===== src/rtl/hazard_ctrl_pipe.sv =====
// Stall, kill and operand-forward control for the 5-stage F/D/X/M/W pipeline.
// The block tracks per-stage valid bits and keeps saturating stall, flush and retire counters.
module hazard_ctrl_pipe #(
    parameter int REG_AW     = 5,
    parameter int FWD_EN     = 1,
    parameter int LOAD_STALL = 1,
    parameter int CNT_W      = 16
) (
    input  logic              clk,
    input  logic              rst,
    input  logic [REG_AW-1:0] d_rs1,
    input  logic [REG_AW-1:0] d_rs2,
    input  logic              d_use_rs1,
    input  logic              d_use_rs2,
    input  logic [REG_AW-1:0] x_rd,
    input  logic [REG_AW-1:0] m_rd,
    input  logic              x_wen,
    input  logic              m_wen,
    input  logic              x_is_load,
    input  logic              x_busy,
    input  logic              x_redirect,
    output logic              pc_en,
    output logic              fd_en,
    output logic              v_d,
    output logic              v_x,
    output logic              v_m,
    output logic              v_w,
    output logic [1:0]        fwd_a_sel,
    output logic [1:0]        fwd_b_sel,
    output logic [CNT_W-1:0]  stall_cnt,
    output logic [CNT_W-1:0]  flush_cnt,
    output logic [CNT_W-1:0]  retire_cnt
);

    logic       x_w, m_w;
    logic       raw_x, raw_m;
    logic       load_use, raw_stall;
    logic       redirect, busy, stall;
    logic [1:0] stall_q;
    logic [1:0] sel_a, sel_b;

    function automatic logic [CNT_W-1:0] sat_inc(input logic [CNT_W-1:0] c);
        return (&c) ? c : c + CNT_W'(1);
    endfunction

    // A writer only counts when its stage holds a real instruction writing a non-zero rd.
    assign x_w = v_x && x_wen && (x_rd != '0);
    assign m_w = v_m && m_wen && (m_rd != '0);

    assign raw_x = x_w && ((d_use_rs1 && (d_rs1 == x_rd)) || (d_use_rs2 && (d_rs2 == x_rd)));
    assign raw_m = m_w && ((d_use_rs1 && (d_rs1 == m_rd)) || (d_use_rs2 && (d_rs2 == m_rd)));

    assign load_use  = v_d && raw_x && x_is_load;
    assign raw_stall = (FWD_EN == 0) && v_d && (raw_x || raw_m);

    assign redirect = x_redirect && v_x;
    assign busy     = x_busy && v_x && !redirect;
    // A non-zero stall counter keeps the load-use bubble going after the load left X.
    assign stall    = !redirect && !busy && (load_use || raw_stall || (stall_q != 2'd0));

    assign pc_en = rst || !(busy || stall);
    assign fd_en = rst || !(busy || stall);

    always_comb begin
        sel_a = 2'd0;
        sel_b = 2'd0;
        if (FWD_EN != 0) begin
            if (d_use_rs1 && x_w && !x_is_load && (d_rs1 == x_rd))
                sel_a = 2'd1;
            else if (d_use_rs1 && m_w && (d_rs1 == m_rd))
                sel_a = 2'd2;
            if (d_use_rs2 && x_w && !x_is_load && (d_rs2 == x_rd))
                sel_b = 2'd1;
            else if (d_use_rs2 && m_w && (d_rs2 == m_rd))
                sel_b = 2'd2;
        end
    end

    always_ff @(posedge clk) begin
        if (rst) begin
            v_d        <= 1'b0;
            v_x        <= 1'b0;
            v_m        <= 1'b0;
            v_w        <= 1'b0;
            fwd_a_sel  <= 2'd0;
            fwd_b_sel  <= 2'd0;
            stall_q    <= 2'd0;
            stall_cnt  <= '0;
            flush_cnt  <= '0;
            retire_cnt <= '0;
        end else begin
            if (redirect) begin
                v_d       <= 1'b0;
                v_x       <= 1'b0;
                v_m       <= 1'b1;
                v_w       <= v_m;
                fwd_a_sel <= 2'd0;
                fwd_b_sel <= 2'd0;
                stall_q   <= 2'd0;
                flush_cnt <= sat_inc(flush_cnt);
            end else if (busy) begin
                v_m       <= 1'b0;
                v_w       <= v_m;
                stall_cnt <= sat_inc(stall_cnt);
            end else if (stall) begin
                v_x       <= 1'b0;
                v_m       <= v_x;
                v_w       <= v_m;
                fwd_a_sel <= 2'd0;
                fwd_b_sel <= 2'd0;
                stall_cnt <= sat_inc(stall_cnt);
                if (stall_q != 2'd0)
                    stall_q <= stall_q - 2'd1;
                else if (load_use)
                    stall_q <= 2'(LOAD_STALL - 1);
            end else begin
                v_d       <= 1'b1;
                v_x       <= v_d;
                v_m       <= v_x;
                v_w       <= v_m;
                fwd_a_sel <= v_d ? sel_a : 2'd0;
                fwd_b_sel <= v_d ? sel_b : 2'd0;
            end
            if (v_w)
                retire_cnt <= sat_inc(retire_cnt);
        end
    end

endmodule


===== config.mk =====
export PLATFORM = sky130hd
export DESIGN_NAME = hazard_ctrl_pipe
export DESIGN_NICKNAME = d
export VERILOG_FILES = /design/src/rtl/hazard_ctrl_pipe.sv
export SDC_FILE = /design/constraint.sdc
export NUM_CORES = 1
export LEC_CHECK = 0
export ABC_AREA = 1
export CAP_MARGIN = 10
export CELL_PAD_IN_SITES_DETAIL_PLACEMENT = 1
export CELL_PAD_IN_SITES_GLOBAL_PLACEMENT = 2
export CORE_UTILIZATION = 28
export DETAILED_ROUTE_END_ITERATION = 8
export PLACE_DENSITY = 0.85
export SYNTH_ARGS = -nofsm -noshare
export SYNTH_HDL_FRONTEND = slang
export SYNTH_SLANG_ARGS = --single-unit
export TNS_END_PERCENT = 10

===== constraint.sdc =====
create_clock -name clk -period 4.3 [get_ports clk]
set_input_delay 0.43 -clock clk [delete_from_list [all_inputs] [get_ports clk]]
set_output_delay 0.43 -clock clk [all_outputs]
set_load 0.1 [all_outputs]

## Word level (Yosys, flattened, before mapping)

Index checks and enable logic that the tools add are counted.

- Add/subtract/negate cells: 4
- Multipliers: 0
- Div/mod/pow operators: 0
- Order comparisons: 0
- Equality and inequality tests: 4
- Shifts and indexed selects: 0
- Mux-type cells: 16
- Bitwise operators: 5
- Reduce and logical (&&, ||, !) cells: 46

Operators by type and width:

| kind | count |
|---|---|
| 16-bit by 1-bit adder with 16-bit output, second input constant | 3 |
| 16-bit 2-to-1 mux | 3 |
| 16-bit AND reduction | 3 |
| 1-bit logical AND | 24 |
| 5-bit == test | 4 |
| 2-bit 2-to-1 mux | 10 |
| 5-bit nonzero test | 2 |
| 2-bit AND reduction | 4 |
| 2-bit nonzero test | 3 |
| 1-bit NOT | 5 |
| 1-bit zero test | 4 |
| 1-bit logical OR | 4 |
| 1-bit 2-to-1 mux | 3 |
| 3-bit AND reduction | 1 |
| 2-bit OR reduction | 1 |
| 2-bit by 1-bit subtractor with 2-bit output, second input constant | 1 |

- Flip-flop bits (word level): 58
- Bits in latches: 0
- Bits in writable memories: 0
- ROM bits: 0
- Output and inout port bits: 58
- Memories kept: 0

## Longest topological paths before layout

Gate-level depths: netlist (run 1).

- Depth after elaboration: 11
- Gate-level depth with buffers: 13
- Mapped depth without buffers: 13

## Worst setup path after synthesis (run 1)

OpenSTA, ideal clock, no wires.

- Path kind: reg-to-output
- Start: reg v_d
- End: out pc_en
- Arrival time: 2925 ps
- Setup slack: 945 ps
- Cell stages (with the launch flop): 8
- Buffers on the path: 2
- Cells stage by stage: dfxtp_1 > nand2_1 > nor2_1 > nand2_1 > nand2_2 > buf_4 > nand3_1 > buf_4

- Longest elaborated chain between the ends: 7

Ends and longest elaborated chain:

| item | line | source |
|---|---|---|
| start, declared | 24 | `output logic v_d,` |
| start signal, assigned | 81 | `v_d <= 1'b0;` |
| start signal, assigned | 93 | `v_d <= 1'b0;` |
| start signal, assigned | 117 | `v_d <= 1'b1;` |
| 1-bit logical AND (2 in series) | 53 | `assign load_use = v_d && raw_x && x_is_load;` |
| 1-bit logical OR | 59 | `assign stall = !redirect && !busy && (load_use \|\| raw_stall \|\| (stall_q != 2'd0));` |
| 1-bit logical AND | 59 |  |
| 1-bit logical OR | - |  |
| 1-bit zero test | - |  |
| 1-bit logical OR | - |  |
| end, declared | 22 | `output logic pc_en,` |

No other way between the ends.

## Worst setup path after layout (run 1)

- Start: in x_rd[1]
- End: out fd_en

- Longest elaborated chain between the ends: 11
- Elaborated cells on any way between the ends: 15

Ends and longest elaborated chain:

| item | line | source |
|---|---|---|
| start, declared | 15 | `input logic [REG_AW-1:0] x_rd,` |
| 5-bit == test | 50 | `assign raw_x = x_w && ((d_use_rs1 && (d_rs1 == x_rd)) \|\| (d_use_rs2 && (d_rs2 == x_rd)));` |
| 1-bit logical AND | 50 |  |
| 1-bit logical OR | 50 |  |
| 1-bit logical AND * | 50 |  |
| 1-bit logical AND * (2 in series) | 53 |  |
| 1-bit logical OR * | 59 |  |
| 1-bit logical AND * | 59 |  |
| 1-bit logical OR * | 62 | `assign fd_en = rst \|\| !(busy \|\| stall);` |
| 1-bit zero test * | 62 |  |
| 1-bit logical OR * | 62 |  |
| end, declared | 23 | `output logic fd_en,` |

Every way passes the cells marked *; elsewhere a longest branch is shown, timed or not.

==> flow_summary.ini, run 1 <==
[clocking]
postCtsResizedCells = 0
cts_made_buffers = 9
cts.path.max_buffers = 2
cts_setup_buffers = 0
cts_tree = yes
cts_hold_buf = 0
cts_sinks = 58
path_clk_slew_ns = 0.05
cts_root_buf = clkbuf_16
clock_latency_ns = 0.33
htreeDepth = 3

[yosys]
synth.top_cell.area_share = 0.3419
synth_seq_area_share = 0.3419
netlist_area_mm2 = 0.003396
synthTopCellsByArea = dfxtp_1 (34%), nand2_1 (16%), nor2_1 (7.4%)
synth.avg_cell_area_um2 = 6.407
ys_seq_elements = 58
synth_area_leader_cell = dfxtp_1
yosys_warnings = 0
synth_nets = 562
synth_cell_type_count = 28
syn_inst = 530

[power]
leakage_nw = 1.789
p_comb_frac = 0.107
p_sw_frac = 0.2460
power_switching_uw = 349.9
p_int_mw = 1.073
ir_drop_mv = 0.1460
powerDensity_mw_per_mm2 = 305.5
seqPwrFrac = 0.388
clkPwrFrac = 0.505

[grt]
overflow = 0
antenna_found_initial = 0
grt_max_degree = 34
grt_pass1_wl_um = 17750
first_global_vias = 3771
grtUsageTotal = 0.1727

[route]
wire_per_inst_um = 13.52
postRouteAntennaNets = 0
drcViolationCount = 6
via_per_inst = 4.818
first_iter_violations = 113
first_pass_iters = 6
routed_wl_um = 10320
vias = 3676

[timing]
fin_crit_ns = 2.706
finalClockSkew_ns = 0.004579
fmax_mhz = 369.5
whs_ns = 0.4787
slew_headroom = 0.3337
setup_violations = 0
tightest_slew_ns = 0.9963
rsz0062_at_grt = no
fin_crit_sh = 0.6293
hold_violations = 0
tns_ns = 0
slew_violations = 0

[hold_path]
hold_path.class = reg -> reg
min_delay_path_depth = 2
hold_start = fwd_a_sel[1]
holdPathEnd = fwd_a_sel[1]

[critical_path]
max_stage_delay_ns = 0.54
arrival_ns = 2.28
rrSetupSlack_ns = 2.08
rr_endpoint = stall_cnt[0]
critPathMostFrequentCell = nand2_1
cp_max_fo = 17
reg2reg_from = stall_cnt[0]
cp_cell_sequence = clkdlybuf4s50_1 > inv_1 > nand2_1 > nand2_1 > nor2_1 > nand3_1 > nand2_1 > nand2_1 > nand2_2 > nand3_1 > buf_4
startpoint_type = primary input
cp_data_required_time_ns = 3.87
reg2reg_depth = 11
worstSetupEndpointType = output port
critPathSlowestCell = clkdlybuf4s50_1
criticalPathCategory = in -> out

[place]
numPortBuffers = 86
gp_congestion = 0.8650
place_hpwl_um = 7784

[floorplanning]
start_util = 0.2924
die_y_um = 112.1
ios = 87
core-area_mm2 = 0.01161
die_w_um = 112.1
row_count = 39
die_area_mm2 = 0.01257

[cells_and_area]
fin_nets = 647
fillers = 1533
area_growth_pct = 37.14
diodes = 0
layout-drive-gt1-share = 0.04516

[run_status]
violations = DRC
outcome = finished with violations

[flow_run]
drv_cap = 0
## critical path: cells and delay by family
family	cells	cell delay, ns
buffers and inverters	3	0.91
AND/OR/NAND/NOR	8	0.93
## area by class of cell
class	count	area (um2)	share of cell area
clock buffers	14	264.0	0.05669
clock inverters	2	35.03	0.007523
inverters	63	236.5	0.05078
multi-input cells	396	1918	0.4119
flip-flops and latches	58	1161	0.2493
well taps	143	178.9	0.03842
repair buffers	87	863.3	0.1854
## metal layers
| metal | vias up | part of all wire | track usage |
|---|---|---|---|
| met5 | - | 0 | 0 |
| met4 | 0 | 0.011 | 0.05156 |
| met3 | 9 | 0.036 | 0.03888 |
| met2 | 70 | 0.48 | 0.2977 |
| met1 | 1724 | 0.47 | 0.2148 |
| li1 | 1873 | - | - |
## flip-flops by register name, indices dropped and copies added (netlist names)
| signal | flops |
|---|---|
| flush_cnt | 16 |
| v_w | 1 |
| v_m | 1 |
| v_d | 1 |
| stall_cnt | 16 |
| retire_cnt | 16 |
| fwd_b_sel | 2 |
| fwd_a_sel | 2 |
| stall_q | 2 |
| v_x | 1 |
## worst max-delay path by stage
stage / end / from / cells past startpoint
6_report: fd_en / x_rd[1] / 11
5_1_grt: pc_en / x_rd[1] / 11
4_1_cts: fd_en / x_rd[1] / 11
3_5_place_dp: fd_en / x_rd[1] / 11
3_3_place_gp: pc_en / x_rd[1] / 11
2_1_floorplan: pc_en / v_d / 7
## cells in the final DEF, fill, tap and decap left out, drive strengths merged
| cell type | Yosys | routed |
|---|---|---|
| a21oi | 45 | 45 |
| nand4 | 12 | 12 |
| ha | 3 | 3 |
| xnor2 | 12 | 12 |
| clkdlybuf4s50 | 0 | 84 |
| xor2 | 18 | 18 |
| o21bai | 1 | 1 |
| o21ai | 17 | 17 |
| a211oi | 1 | 1 |
| buf | 7 | 3 |
| nor3b | 2 | 2 |
| a21boi | 1 | 1 |
| and3 | 1 | 1 |
| nand3 | 51 | 51 |
| nand2 | 147 | 147 |
| clkinv | 0 | 1 |
| nor4 | 1 | 1 |
| clkbuf | 6 | 14 |
| nor2 | 71 | 71 |
| nor3 | 13 | 13 |
| bufinv | 0 | 1 |
| dfxtp | 58 | 58 |
| inv | 63 | 63 |
## logic make-up (layout without fill, tap and decap cells)
family | after synthesis | in the layout | share of synthesized area
adder cells (fa/ha/maj) | 3 | 3 | 0.01105
AND/OR/NAND/NOR | 298 | 298 | 0.3784
flip-flops | 58 | 58 | 0.3419
XOR/XNOR | 30 | 30 | 0.07738
buffers and inverters | 76 | 166 | 0.09322
AO/OA/AOI/OAI | 65 | 65 | 0.09801
## power by group through the flow
| stage | combinational, mW | clock [mW] | sequential [mW] |
|---|---|---|---|
| after detailed placement | 0.154 | 0 | 0.563 |
| after global placement | 0.151 | 0 | 0.562 |
| after CTS | 0.154 | 0.739 | 0.552 |
| after global routing | 0.166 | 0.768 | 0.552 |
| final | 0.152 | 0.719 | 0.552 |
| after floorplan | 0.0618 | 0 | 0.596 |
## synth_stat cells (all sizes together)
cell type	count
o21ai	17
nand3	51
xor2	18
nor2	71
nor3b	2
nor4	1
o21bai	1
dfxtp	58
a211oi	1
buf	7
and3	1
nand4	12
xnor2	12
ha	3
nand2	147
inv	63
a21oi	45
nor3	13
clkbuf	6
a21boi	1
## through the flow
stage	util	setup slack (ns)	cell area, um2	power [mW]	instances
6_report	0.4010	1.594	4657	1.423	763
2_1_floorplan	-	0.9447	3396	0.6580	530
5_1_grt	0.4010	1.393	4657	1.487	763
4_1_cts	0.4010	1.560	4657	1.445	763
3_3_place_gp	0.3752	1.598	4358	0.7131	747
3_5_place_dp	0.3752	1.564	4358	0.7170	747
No activity file was read; power rests on OpenSTA's default activity.
==> run 2: changes to the inputs <==
--- a/config.mk
+++ b/config.mk
@@ -9,9 +9,9 @@
 export CAP_MARGIN = 10
 export CELL_PAD_IN_SITES_DETAIL_PLACEMENT = 1
 export CELL_PAD_IN_SITES_GLOBAL_PLACEMENT = 2
-export CORE_UTILIZATION = 28
+export CORE_UTILIZATION = 23
 export DETAILED_ROUTE_END_ITERATION = 8
-export PLACE_DENSITY = 0.85
+export PLACE_DENSITY = 0.75
 export SYNTH_ARGS = -nofsm -noshare
 export SYNTH_HDL_FRONTEND = slang
 export SYNTH_SLANG_ARGS = --single-unit
==> constraint.sdc (replaced) <==
create_clock -name clk -period 2.3 [get_ports clk]
set_input_delay 0.23 -clock clk [delete_from_list [all_inputs] [get_ports clk]]
set_output_delay 0.23 -clock clk [all_outputs]
set_load 0.1 [all_outputs]
==> flow_summary.ini, run 2 (same netlist as run 1, synthesis figures left out) <==
[run_status]
outcome = finished, final reports clean

[power]
powerDensity_mw_per_mm2 = 579.1
ir_drop_mv = 0.3043
leakage_nw = 1.972

[critical_path]
criticalPathCategory = reg -> reg
rrSetupSlack_ns = 0.21
worstSetupEndpointType = flop
reg2reg_depth = 11
startpoint_type = flop
reg2reg_from = stall_cnt[0]
max_stage_delay_ns = 0.53
cp_data_required_time_ns = 2.53
cp_max_fo = 16
arrival_ns = 2.32
critPathSlowestCell = nor2_2
cp_cell_sequence = ha_1 > nand3_1 > inv_1 > nand2_2 > nor2_2 > nor2_2 > nand2_4 > inv_1 > nand2_1 > nand2_1 > nor2_1
rr_endpoint = stall_cnt[0]

[timing]
fin_crit_sh = 0.9108
tightest_slew_ns = 0.6916
tns_ns = 0
rsz0062_at_grt = no
finalClockSkew_ns = 0.006988
slew_violations = 0
whs_ns = 0.4685
fmax_mhz = 477.4
hold_violations = 0
slew_headroom = 0.5384
fin_crit_ns = 2.095
setup_violations = 0

[clocking]
cts_sinks = 58
cts_tree = yes
clock_latency_ns = 0.33
cts_made_buffers = 9
cts_root_buf = clkbuf_16
htreeDepth = 3
cts_hold_buf = 0
postCtsResizedCells = 0
cts.path.max_buffers = 2
cts_setup_buffers = 0
path_clk_slew_ns = 0.05

[route]
wire_per_inst_um = 13.50
first_iter_violations = 180
postRouteAntennaNets = 0
routed_wl_um = 10970
via_per_inst = 4.541
first_pass_iters = 4
drcViolationCount = 0
vias = 3692

[floorplanning]
die_area_mm2 = 0.01525
core-area_mm2 = 0.01448
start_util = 0.2345
ios = 87
row_count = 44
die_w_um = 123.5
die_y_um = 123.5

[place]
numPortBuffers = 86
placed_cell_area_mm2 = 0.004384
place_hpwl_um = 8635
gp_congestion = 0.7683

[cells_and_area]
design_area_mm2 = 0.004690
fillers = 1834
layout-drive-gt1-share = 0.1558
layout_commonest_cell = nand2_1
fin_util = 0.3239
fin_nets = 657
diodes = 0
area_growth_pct = 38.10
layout_common_cells = nand2_1 (142), nor2_1 (67), buf_4 (67)
largest_registers = flush_cnt (16), retire_cnt (16), stall_cnt (16)

[hold_path]
hold_start = stall_q[1]
min_delay_path_depth = 2
holdPathEnd = stall_q[1]
hold_path.class = reg -> reg

[grt]
grtUsageTotal = 0.1557
grt_max_degree = 20
first_global_vias = 3825
overflow = 0
antenna_found_initial = 0
grt_pass1_wl_um = 18270

[flow_run]
drv_cap = 0
[run 2: cell types whose count changed in the layout (fill, tap and decap cells not counted), sizes merged]
cell	change
buf	+66
clkdlybuf4s50	-56
clkbuf	-1
[run 2: worst max-delay path by stage]
stage | start | end | slack [ns] | cells past startpoint
5_1_grt | stall_cnt[0] | stall_cnt[0] | 0.003 | 11
3_5_place_dp | x_redirect | flush_cnt[12] | 0.09 | 9
3_3_place_gp | x_redirect | stall_cnt[0] | 0.17 | 9
6_report | stall_cnt[0] | stall_cnt[0] | 0.21 | 11
2_1_floorplan | retire_cnt[0] | retire_cnt[9] | -0.09 | 10
4_1_cts | x_rd[0] | fd_en | 0.18 | 11
[run 2: worst max-delay path: cells and delay by family, from the launching register on]
family,cells,cell delay (ns)
DFF,1,0.32
adders and majority gates,1,0.22
buffers and inverters,2,0.24
and+or+nand+nor,8,1.21
[run 2: layer usage]
metal / part of all wire / wire length, um / global-route usage / vias up
li1: - / - / - / 1887
met1: 0.47 / 5135 / 0.1936 / 1722
met2: 0.48 / 5242 / 0.2636 / 75
met3: 0.043 / 470 / 0.03875 / 8
met4: 0.011 / 124 / 0.04593 / 0
met5: 0 / 0 / 0 / -
[run 2: area by class of cell]
class                   instances  area (um2)  area share
flip-flops and latches         58        1164      0.2481
multi-input cells             396        1931      0.4117
clock inverters                 2       35.03    0.007471
well taps                     184       230.2     0.04909
repair buffers                 97       823.3      0.1756
inverters                      63       236.5     0.05043
clock buffers                  13       270.3     0.05763
[run 2: through the flow]
stage | setup WS [ns] | total power [mW] | std cells
global placement | 0.1704 | 1.349 | 798
CTS | 0.1841 | 2.767 | 813
floorplan | -0.09302 | 1.233 | 530
finish | 0.2052 | 2.716 | 813
detailed placement | 0.09109 | 1.354 | 798
global route | 0.002524 | 2.852 | 813
[run 2: power breakdown]
part           internal [mW]  switching, mW  total (mW)
clock network          0.919          0.468        1.39
logic                  0.102          0.199       0.301
registers               1.02         0.0120        1.03
==> run 3: changes to the inputs <==
--- a/config.mk
+++ b/config.mk
@@ -15,4 +15,3 @@
 export SYNTH_ARGS = -nofsm -noshare
 export SYNTH_HDL_FRONTEND = slang
 export SYNTH_SLANG_ARGS = --single-unit
-export TNS_END_PERCENT = 10
==> flow_summary.ini, run 3 (same netlist as run 1, synthesis figures left out) <==
[timing]
rsz0062_at_grt = no
slew_headroom = 0.7119
finalClockSkew_ns = 0.009395
tns_ns = 0
tightest_slew_ns = 0.4313
setup_violations = 0
hold_violations = 0
fin_crit_ns = 1.989
slew_violations = 0
fin_crit_sh = 0.8646
fmax_mhz = 502.9

[grt]
antenna_found_initial = 0
grt_max_degree = 17
grtUsageTotal = 0.1555
overflow = 0
first_global_vias = 3816
grt_pass1_wl_um = 18230

[flow_run]
drv_cap = 0

[floorplanning]
core-area_mm2 = 0.01448
die_y_um = 123.5
row_count = 44
die_area_mm2 = 0.01525
start_util = 0.2345
ios = 87
die_w_um = 123.5

[route]
first_iter_violations = 150
wire_per_inst_um = 13.53
via_per_inst = 4.594
first_pass_iters = 4
vias = 3726
postRouteAntennaNets = 0
routed_wl_um = 10970
drcViolationCount = 0

[cells_and_area]
layout-drive-gt1-share = 0.1595
fin_nets = 654
layout_common_cells = nand2_1 (142), nor2_1 (67), buf_4 (64)
layout_commonest_cell = nand2_1
design_area_mm2 = 0.004697
diodes = 0
fin_util = 0.3244
fillers = 1848
largest_registers = flush_cnt (16), retire_cnt (16), stall_cnt (16)
area_growth_pct = 38.32

[hold_path]
hold_path.class = reg -> reg
min_delay_path_depth = 2

[critical_path]
cp_data_required_time_ns = 2.07
reg2reg_depth = 11
cp_cell_sequence = clkdlybuf4s50_1 > inv_1 > nand2_1 > nand2_1 > nor2_1 > nand3_1 > nand2_1 > nand2_1 > nand2_2 > nand3_4 > buf_12
max_stage_delay_ns = 0.52
critPathMostFrequentCell = nand2_1
cp_max_fo = 4
worstSetupEndpointType = output port
arrival_ns = 1.76
criticalPathCategory = in -> out
startpoint_type = primary input
critPathSlowestCell = clkdlybuf4s50_1

[place]
place_hpwl_um = 8662
numPortBuffers = 86
gp_congestion = 0.8209
placed_cell_area_mm2 = 0.004367

[clocking]
clock_latency_ns = 0.34
cts_sinks = 58
cts_tree = yes
htreeDepth = 3
cts_setup_buffers = 0
cts_root_buf = clkbuf_16
cts_hold_buf = 0
postCtsResizedCells = 0
cts.path.max_buffers = 2
cts_made_buffers = 9
path_clk_slew_ns = 0.05

[power]
power_mw = 2.827
powerDensity_mw_per_mm2 = 601.8
ir_drop_mv = 0.3721
leakage_nw = 1.967

[run_status]
outcome = finished, final reports clean
[run 3: cell types whose count changed in the layout (fill, tap and decap cells not counted)]
cell       change
dfxtp_2        +4
dfxtp_1        -4
bufinv_16      +1
clkinv_4       +1
buf_4          -3
clkbuf_8       -1
[run 3: critical path, delay by kind of cell]
kind / cells / cell delay [ns]
buffers and inverters: 3 / 0.81
and+or+nand+nor: 8 / 0.73
[run 3: cell type report]
class / instances / area, um2 / area share
clock buffer: 12 / 256.5 / 0.05461
clock inverter: 4 / 73.82 / 0.01572
inverter: 63 / 236.5 / 0.05035
multi-input combinational: 396 / 1931 / 0.4110
sequential: 58 / 1169 / 0.2488
tap: 184 / 230.2 / 0.04901
timing repair buffer: 94 / 800.8 / 0.1705
[run 3: path summary, 6_finish.rpt]
check / slack, ns / startpoint / end
setup / recovery: 0.31 / x_rd[3] / pc_en
hold reg to reg: 0.47 / stall_q[1] / stall_q[1]
setup reg to reg: 0.38 / retire_cnt[0] / retire_cnt[10]
hold / removal: 0.47 / stall_q[1] / stall_q[1]
[run 3: per-stage QoR]
step | std cells | setup WS [ns] | hold slack, ns
finish | 811 | 0.3115 | 0.4690
CTS | 811 | 0.2784 | 0.4736
global route | 811 | 0.1320 | 0.5000
global placement | 795 | 0.2968 | 0.4519
detailed placement | 795 | 0.2339 | 0.4614
floorplan | 530 | 0.01315 | 0.4039
[run 3: report_power, final]
group | internal (mW) | leakage [nW] | switching, mW
sequential | 1.02 | 0.470 | 0.0154
combinational | 0.101 | 1.33 | 0.195
clock | 1.01 | 0.163 | 0.493
total | 2.12 | 1.97 | 0.703
[run 3: routing by layer]
metal  vias to the layer above  global-route usage  share of wire
met5                         -                   0              0
met4                         0             0.07982          0.023
met3                        18             0.02860          0.032
met2                        75              0.2566           0.47
met1                      1752              0.1921           0.48
li1                       1881                   -              -
